## config.mk

```make
export PLATFORM = sky130hd
export DESIGN_NAME = brightness_adjust
export DESIGN_NICKNAME = d
export VERILOG_FILES = /design/src/rtl/brightness_adjust.sv
export SDC_FILE = /design/constraint.sdc
export NUM_CORES = 1
export LEC_CHECK = 0
export CAP_MARGIN = 5
export CORE_MARGIN = 2
export CORE_UTILIZATION = 40
export DETAILED_ROUTE_END_ITERATION = 12
export SLEW_MARGIN = 20
export SYNTH_ARGS = -nofsm -noshare
export SYNTH_HDL_FRONTEND = slang
export SYNTH_SLANG_ARGS = --single-unit
```

## constraint.sdc

```tcl
create_clock -name HCLK -period 0.8 [get_ports HCLK]
set_clock_uncertainty 0.05 [all_clocks]
set_input_delay 0.08 -clock HCLK [delete_from_list [all_inputs] [get_ports HCLK]]
set_output_delay 0.08 -clock HCLK [all_outputs]
set_load 0.05 [all_outputs]
```

## src/rtl/brightness_adjust.sv

```systemverilog
// brightness_adjust: saturating add/subtract of a shared offset on two RGB pixels, one-cycle registered latency.
module brightness_adjust #(
  parameter int IMG_PIX_W  = 8,
  parameter int WAVE_PIX_W = 10
) (
  input  logic                 HCLK,
  input  logic                 HRESETn,
  input  logic                 in_valid,
  input  logic                 mode,
  input  logic [IMG_PIX_W-1:0] value,
  input  logic [IMG_PIX_W-1:0] r0,
  input  logic [IMG_PIX_W-1:0] g0,
  input  logic [IMG_PIX_W-1:0] b0,
  input  logic [IMG_PIX_W-1:0] r1,
  input  logic [IMG_PIX_W-1:0] g1,
  input  logic [IMG_PIX_W-1:0] b1,
  output logic                 out_valid,
  output logic [IMG_PIX_W-1:0] out_r0,
  output logic [IMG_PIX_W-1:0] out_g0,
  output logic [IMG_PIX_W-1:0] out_b0,
  output logic [IMG_PIX_W-1:0] out_r1,
  output logic [IMG_PIX_W-1:0] out_g1,
  output logic [IMG_PIX_W-1:0] out_b1
);
  localparam int PAD = WAVE_PIX_W - IMG_PIX_W;
  logic [IMG_PIX_W-1:0] w_in  [6];
  logic [IMG_PIX_W-1:0] w_sat [6];
  logic [IMG_PIX_W-1:0] r_out [6];
  logic                 r_valid;
  logic signed [WAVE_PIX_W-1:0] w_val;
  assign w_in  = '{r0, g0, b0, r1, g1, b1};
  assign w_val = $signed({{PAD{1'b0}}, value});
  for (genvar c = 0; c < 6; c++) begin : g_ch
    logic signed [WAVE_PIX_W-1:0] w_ch;
    logic signed [WAVE_PIX_W-1:0] w_t;
    assign w_ch = $signed({{PAD{1'b0}}, w_in[c]});
    assign w_t  = mode ? w_ch - w_val : w_ch + w_val;
    // sign bit means underflow; any set bit above the channel width means overflow
    assign w_sat[c] = w_t[WAVE_PIX_W-1] ? '0 :
                      |w_t[WAVE_PIX_W-2:IMG_PIX_W] ? '1 : w_t[IMG_PIX_W-1:0];
  end
  always_ff @(posedge HCLK or negedge HRESETn) begin
    if (!HRESETn) begin
      r_valid <= 1'b0;
      for (int i = 0; i < 6; i++) r_out[i] <= '0;
    end else begin
      r_valid <= in_valid;
      for (int i = 0; i < 6; i++) r_out[i] <= in_valid ? w_sat[i] : '0;
    end
  end
  assign out_valid = r_valid;
  assign out_r0    = r_out[0];
  assign out_g0    = r_out[1];
  assign out_b0    = r_out[2];
  assign out_r1    = r_out[3];
  assign out_g1    = r_out[4];
  assign out_b1    = r_out[5];
endmodule

```

Word level (Yosys, flattened, before mapping) --
Index checks and enable logic that the tools add are counted.
Operators by class: add/subtract/negate cells 12, multipliers 0, divide/modulo/power cells 0, order comparisons 0, eq/ne operators 0, shift-type cells 0, muxes and demuxes 24, bitwise operators 0, reduce and logical (&&, ||, !) cells 0
Operator list (count):
- $mux W8 | 18
- $mux W10 | 6
- $add A8 B8 Y9 | 6
- $sub A8 B8 Y9 | 6
Storage, ports and cells: bits in registers 49, bits in latches 0, memory bits (writable) 0, bits in read-only memories 0, memories 0

Depth between registers and ports, before layout --
Gate-level depths: netlist of run 1.
depth in word-level cells 5, gate-level depth with buffers 11

Worst setup path before layout of run 1 --
OpenSTA, ideal clock, no wires.
path kind in2reg, start input value[0], end register r_out (netlist bit out_r0[1]), library setup time 0.138 ns, data arrival time 1.836 ns, required time 0.612 ns, setup slack -1.224 ns, stages 9, cell sequence ha_1 -> fa_1 -> nor2b_1 -> o21a_1 -> nor2b_1 -> nor3_1 -> o311a_1 -> a221oi_4 -> a21oi_1
On the way: longest elaborated chain between the ends 5, elaborated cells on any way between the ends 6
Ends and longest elaborated chain:
- start: declaration | line 10 | input logic [IMG_PIX_W-1:0] value,
- $add A8 B8 Y9 / $sub A8 B8 Y9 (equally long branches) | line 37 | assign w_t = mode ? w_ch - w_val : w_ch + w_val;
- $mux W10 (*) | line 37
- $mux W8 | line 40 | |w_t[WAVE_PIX_W-2:IMG_PIX_W] ? '1 : w_t[IMG_PIX_W-1:0];
- $mux W8 (*) | line 39 | assign w_sat[c] = w_t[WAVE_PIX_W-1] ? '0 :
- $mux W8 (*) | line 48 | for (int i = 0; i < 6; i++) r_out[i] <= in_valid ? w_sat[i] : '0;
- end: declaration | line 28 | logic [IMG_PIX_W-1:0] r_out [6];
Every way passes the cells marked *; elsewhere a longest branch is shown, timed or not.

Worst setup path in the final report of run 1 --
start input value[0], end register r_out (netlist bit out_g0[2])
The elaborated chain is that of the path after synthesis.

==> results of run 1 <==
[metrics by stage]
stage | TNS [ns] | util
floorplan | -46.18 | -
global placement | -88.41 | 0.6658
detailed placement | -90.51 | 0.6658
CTS | -66.17 | 0.7270
global route | -66.10 | 0.7480
finish | -61.25 | 0.7480
[kinds of logic after synthesis]
group,after synthesis,share of synthesized area
muxes,7,0.01335
AOI/OAI and AO/OA,209,0.2377
xor gates and xnor gates,36,0.06007
and+or+nand+nor,139,0.1337
buffers and inverters,61,0.04696
adders and majority gates,108,0.2746
DFF,49,0.2336
[synthesized netlist by cell type, types with 4 or more instances]
cell | count | area share
ha_1 | 96 | 0.23
a21oi_1 | 90 | 0.086
dfrtp_1 | 49 | 0.23
o21ai_0 | 49 | 0.047
inv_1 | 43 | 0.031
nand2_1 | 31 | 0.022
nor2_1 | 31 | 0.022
xnor2_1 | 23 | 0.038
nor2b_1 | 22 | 0.026
nand2b_1 | 15 | 0.018
nor3_1 | 15 | 0.014
xor2_1 | 13 | 0.022
fa_1 | 12 | 0.046
o21bai_1 | 10 | 0.014
o21a_1 | 9 | 0.013
buf_2 | 8 | 0.0076
a31oi_1 | 7 | 0.0083
clkbuf_1 | 7 | 0.0050
mux2i_1 | 7 | 0.013
nand3b_1 | 7 | 0.010
a21o_1 | 6 | 0.0086
a211oi_1 | 5 | 0.0072
nand3_1 | 5 | 0.0048
o31ai_1 | 5 | 0.0072
a22oi_1 | 4 | 0.0057
o211ai_1 | 4 | 0.0057
[flip-flops by register name, indices dropped and copies added, names as in the netlist]
signal     cells
out_b0         8
out_b1         8
out_g0         8
out_g1         8
out_r0         8
out_r1         8
out_valid      1
[final timing paths]
path | start | end | cells past startpoint
hold / removal | in_valid | out_b0[5] | 3
min in group asynchronous | HRESETn | out_g0[1] | 3
setup / recovery | value[0] | out_g0[2] | 12
max in group asynchronous | HRESETn | out_b1[6] | 3
[layout make-up]
cell class                      instances  share of cell area
Multi-Input combinational cell        499              0.4953
Timing Repair Buffer                  281              0.3165
Sequential cell                        49              0.1288
Tap cell                              172             0.02261
Inverter                               44             0.02025
Clock buffer                            7             0.01604
Clock inverter                          1           0.0005259
[routing by layer]
layer / global-route usage / up-vias / part of all wire
met4: 0.08631 / 0 / 0.028
met1: 0.3036 / 2682 / 0.39
met2: 0.4684 / 159 / 0.52
li1: - / 2696 / -
met3: 0.03958 / 33 / 0.057
met5: 0 / - / 0
[repair_timing]
item	4_1_cts	5_1_grt
setup buffers	26	9
resized for setup	148	65
setup endpoints to repair	97	98
endpoints found under the hold margin	49	0
pin swaps	69	54
cloned	0	0
hold buffers	1	0
[power by group]
part           switching (uW)  internal, uW
clock                     918          1330
combinational            3900          3810
sequential                260          2780
total                    5080          7910
==> impl_metrics.yaml, run 1 <==
placed_design:
  numPortBuffers: 108
  dp_slack_ns: -1.976
  dp_hpwl_mm: 13.73
  gp_congestion: 0.9596
  dp.cells: 1012
  place_area_um2: 8471
timing:
  period_share: 2.472
  drv_slew: 0
  whs_ns: 0.2235
  worstMarginPinSlew_ns: 0.3609
  hold_viol_final: 0
  setup_slack_ns: -1.178
  min_period_ns: 1.978
  grt_setup_unrepaired: "true"
  setup_viol: 97
  fmax_mhz: 505.6
  max-slew-margin-rel: 0.7562
critical_path:
  cp.required_ns: 0.93
  crit_slowest_cell: "or3_4"
  arrival_ns: 2.10
  startpoint_type: "input pin"
  critPathCaptureType: "flip-flop"
  cp_common_cell: "buf_12"
  path_cells: "buf_12, buf_12, buf_12, ha_4, fa_2, nand2b_1, a21o_1, a21boi_2, or3_4, a21oi_4, o21a_4, a21oi_2"
  critPathTopFamily: "compound AO/OA/AOI/OAI gates"
  crit_path_max_fanout: 7
  critPathMaxStageDelay_ns: 0.40
  path_class: "in2reg"
  cp.buffers_inverters: 3
cts:
  clock-sinks: 49
  cts_root_buffer: "clkbuf_16"
  clk_pin_slew_worst_paths_ns: 0.06
  cts_buffer_depth: 2
  numCtsBuffers: 5
  cts_tree: "built"
  h-tree-depth: 2
cells_and_area:
  antenna_cells: 0
  fin_cells: 1053
  layout_common_cells: "157 x buf_4, 68 x ha_1, 60 x a21oi_2"
  drive_gt1_frac: 0.4654
  area_delta_synth_final_pct: 81.31
  multi_input_area_um2: 4713
  register_area_um2: 1226
  final_nets: 1048
  fill_cells: 914
  final_common_cell: "buf_4"
  finalInstanceArea_um2: 9517
hold_path:
  hp-class: "in2reg"
grt:
  grt_pass1_wl_mm: 28.65
  grt_max_degree: 50
  grt_usage: 0.2564
  grt_overflow_total: 0
  grt_antenna_before_repair: 0
  grt_pass1_vias: 5840
die:
  dieArea_um2: 14050
  initial_core_util: 0.4126
  die_h_um: 118.6
  ioPinCount: 109
  core-area_um2: 12720
  die_w_um: 118.6
  std_cell_rows: 41
logic_synthesis:
  synthFlopType: "dfrtp_1"
  synth_edf_count: 0
  syn_avg_cell_area_um2: 8.619
  syn_inst: 609
  syn_nets: 777
  ys_warn_count: 0
  synth_area_um2: 5249
  async_flop_share: 1.000
  synth_cell_type_count: 51
  synth-seq-cells: 49
  yosysSeqAreaShare: 0.2336
detailed_routing:
  drtAntennaViolNets: 0
  first_iter_violations: 278
  via_count: 5570
  wl_mm: 17.96
  avgRoutedWirePerCell_um: 17.05
  firstDrtPassIters: 4
  avgViaCountPerCell: 5.290
  drc_errors: 0
power:
  power.density_nw_per_um2: 1364
  ir_drop_mv: 0.7001
  p_total_uw: 12980
  p_leak_uw: 0.004297
status:
  violations: "setup timing"
  status: "finished with violations"
job:
  maxCapViolations: 0
Power figures use the tool's default switching activity.
==> inputs of run 2 (changes only) <==
- CTS_CLUSTER_SIZE: unset -> 40
==> results of run 2 <==
The final DEF is identical to that of run 1; final timing and power are the same.
==> inputs of run 3 (changes only) <==
- ABC_AREA: unset -> 1
==> run 3 against run 2 <==
The flow still finishes with violations (setup timing). Critical path depth increased by 3. Sequential share of layout area fell by 1.5 points. Largest cell class unchanged. Power increased by 4.9%.
==> impl_metrics.yaml, run 3 <==
status:
  status: "finished with violations"
  violations: "setup timing"
cts:
  clock-sinks: 49
  cts_root_buffer: "clkbuf_16"
  cts_tree: "built"
  clk_pin_slew_worst_paths_ns: 0.07
  h-tree-depth: 2
  numCtsBuffers: 5
  cts_buffer_depth: 2
power:
  p_leak_uw: 0.005610
  power.density_nw_per_um2: 1263
  ir_drop_mv: 0.7689
job:
  maxCapViolations: 0
die:
  core-area_um2: 15200
  die_h_um: 128.7
  initial_core_util: 0.4090
  std_cell_rows: 45
  die_w_um: 128.7
  dieArea_um2: 16560
  ioPinCount: 109
cells_and_area:
  fin_cells: 1424
  final_nets: 1403
  finalCoreUtilization: 0.7097
  drive_gt1_frac: 0.4256
  layout_common_cells: "263 x nand2_1, 155 x buf_4, 113 x inv_1"
  area_delta_synth_final_pct: 73.54
  fill_cells: 1242
  antenna_cells: 0
  final_common_cell: "nand2_1"
logic_synthesis:
  synth_area_um2: 6217
  syn_nets: 1124
  ys_warn_count: 0
  yosysTopAreaCellShare: 0.1972
  synth_cell_type_count: 28
  syn_avg_cell_area_um2: 6.503
  yosysTopAreaCell: "dfrtp_1"
  synthTopCellsByCount: "315 x nand2_1, 150 x inv_1, 96 x ha_1"
  synthFlopType: "dfrtp_1"
  async_flop_share: 1.000
  synth-seq-cells: 49
  synth.area.top_cells: "dfrtp_1 20%, ha_1 19%, nand2_1 19%"
  synth_edf_count: 0
  yosysSeqAreaShare: 0.1972
  syn_inst: 956
  synth_most_common_cell: "nand2_1"
timing:
  drv_slew: 0
  max-slew-margin-rel: 0.7719
  period_share: 1.898
  min_period_ns: 1.518
  whs_ns: 0.1888
  worstMarginPinSlew_ns: 0.3421
  hold_viol_final: 0
  setup_viol: 97
  grt_setup_unrepaired: "true"
  fmax_mhz: 658.6
  setup_slack_ns: -0.7184
critical_path:
  crit_slowest_cell: "fa_2"
  startpoint_type: "input pin"
  path_class: "in2reg"
  critPathMaxStageDelay_ns: 0.33
  cp.required_ns: 0.95
  cp_common_cell: "nand2_2"
  critPathCaptureType: "flip-flop"
  arrival_ns: 1.67
  crit_path_max_fanout: 7
  path_cells: "buf_8, buf_12, buf_12, ha_4, fa_2, inv_2, nand3_2, nand3_2, nand2_2, nand2_1, nand2_2, nand2_4, nand2_1, nand2_2, nor2_1"
detailed_routing:
  firstDrtPassIters: 5
  avgViaCountPerCell: 4.852
  via_count: 6909
  wl_mm: 20.91
  avgRoutedWirePerCell_um: 14.68
  first_iter_violations: 329
  drc_errors: 0
  drtAntennaViolNets: 0
grt:
  grt_pass1_vias: 6782
  grt_max_degree: 50
  grt_usage: 0.2607
  grt_overflow_total: 0
  grt_pass1_wl_mm: 33.78
  grt_antenna_before_repair: 0
hold_path:
  hp-class: "in2reg"
placed_design:
  dp_hpwl_mm: 15.02
  numPortBuffers: 108
  dp_slack_ns: -1.459
  dp.cells: 1391
  gp_congestion: 0.9422
-- run 3: path summary, 6_finish.rpt --
| check | start | to | slack (ns) | cells past startpoint |
|---|---|---|---|---|
| max in group asynchronous | HRESETn | out_b1[0] | 0.22 | 3 |
| min in group asynchronous | HRESETn | out_r0[2] | 0.23 | 3 |
| worst max-delay path | value[0] | out_b1[0] | -0.72 | 15 |
| worst min-delay path | b0[0] | out_b0[0] | 0.19 | 6 |
-- run 3: what timing repair did --
item / CTS / global route
hold buffers: 1 / 0
gates resized for setup: 295 / 82
setup buffers: 17 / 6
setup endpoints to repair: 97 / 97
gates cloned: 2 / 0
hold endpoints to repair: 49 / 0
pin swaps: 89 / 55
-- run 3: cell type report --
cell class / instances / area, um2 / share of cell area
Clock buffer: 6 / 128.9 / 0.01194
Tap cell: 188 / 235.2 / 0.02180
Multi-Input combinational cell: 734 / 5485 / 0.5084
Timing Repair Buffer: 291 / 3100 / 0.2874
Clock inverter: 2 / 15.01 / 0.001392
Inverter: 154 / 598.1 / 0.05543
Sequential cell: 49 / 1226 / 0.1136
-- run 3: per-layer routing --
metal	part of all wire	global-route usage	vias to the layer above	wire, um
li1	-	-	3551	-
met3	0.028	0.02079	35	589
met1	0.45	0.3430	3187	9400
met2	0.50	0.4572	136	10390
met5	0	0	-	0
met4	0.025	0.07864	0	524
-- run 3: through the flow --
stage	area [um2]	setup TNS [ns]	total power [uW]
3_3_place_gp	9275	-66.90	10170
4_1_cts	10510	-39.66	13310
6_report	10790	-39.85	13630
2_1_floorplan	6325	-28.50	6696
5_1_grt	10790	-44.35	14510
3_5_place_dp	9275	-67.11	10190
-- run 3: worst max-delay path, delay by kind of cell --
kind                     cells  cell delay [ns]
adder cells (fa/ha/maj)      2             0.48
buffers and inverters        4             0.44
AND/OR/NAND/NOR              9             0.65
-- run 3: logic make-up after synthesis --
| kind of cell | Yosys count | share of synthesized area |
|---|---|---|
| simple gates | 508 | 0.3439 |
| flops | 49 | 0.1972 |
| xor+xnor | 17 | 0.02395 |
| fa+ha+maj | 108 | 0.2318 |
| buf+inv | 173 | 0.1123 |
| compound gates | 101 | 0.09076 |
-- run 3: power by group --
part / switching, uW / internal (uW)
Clock: 1060 / 1160
Combinational: 4430 / 3960
Sequential: 246 / 2760
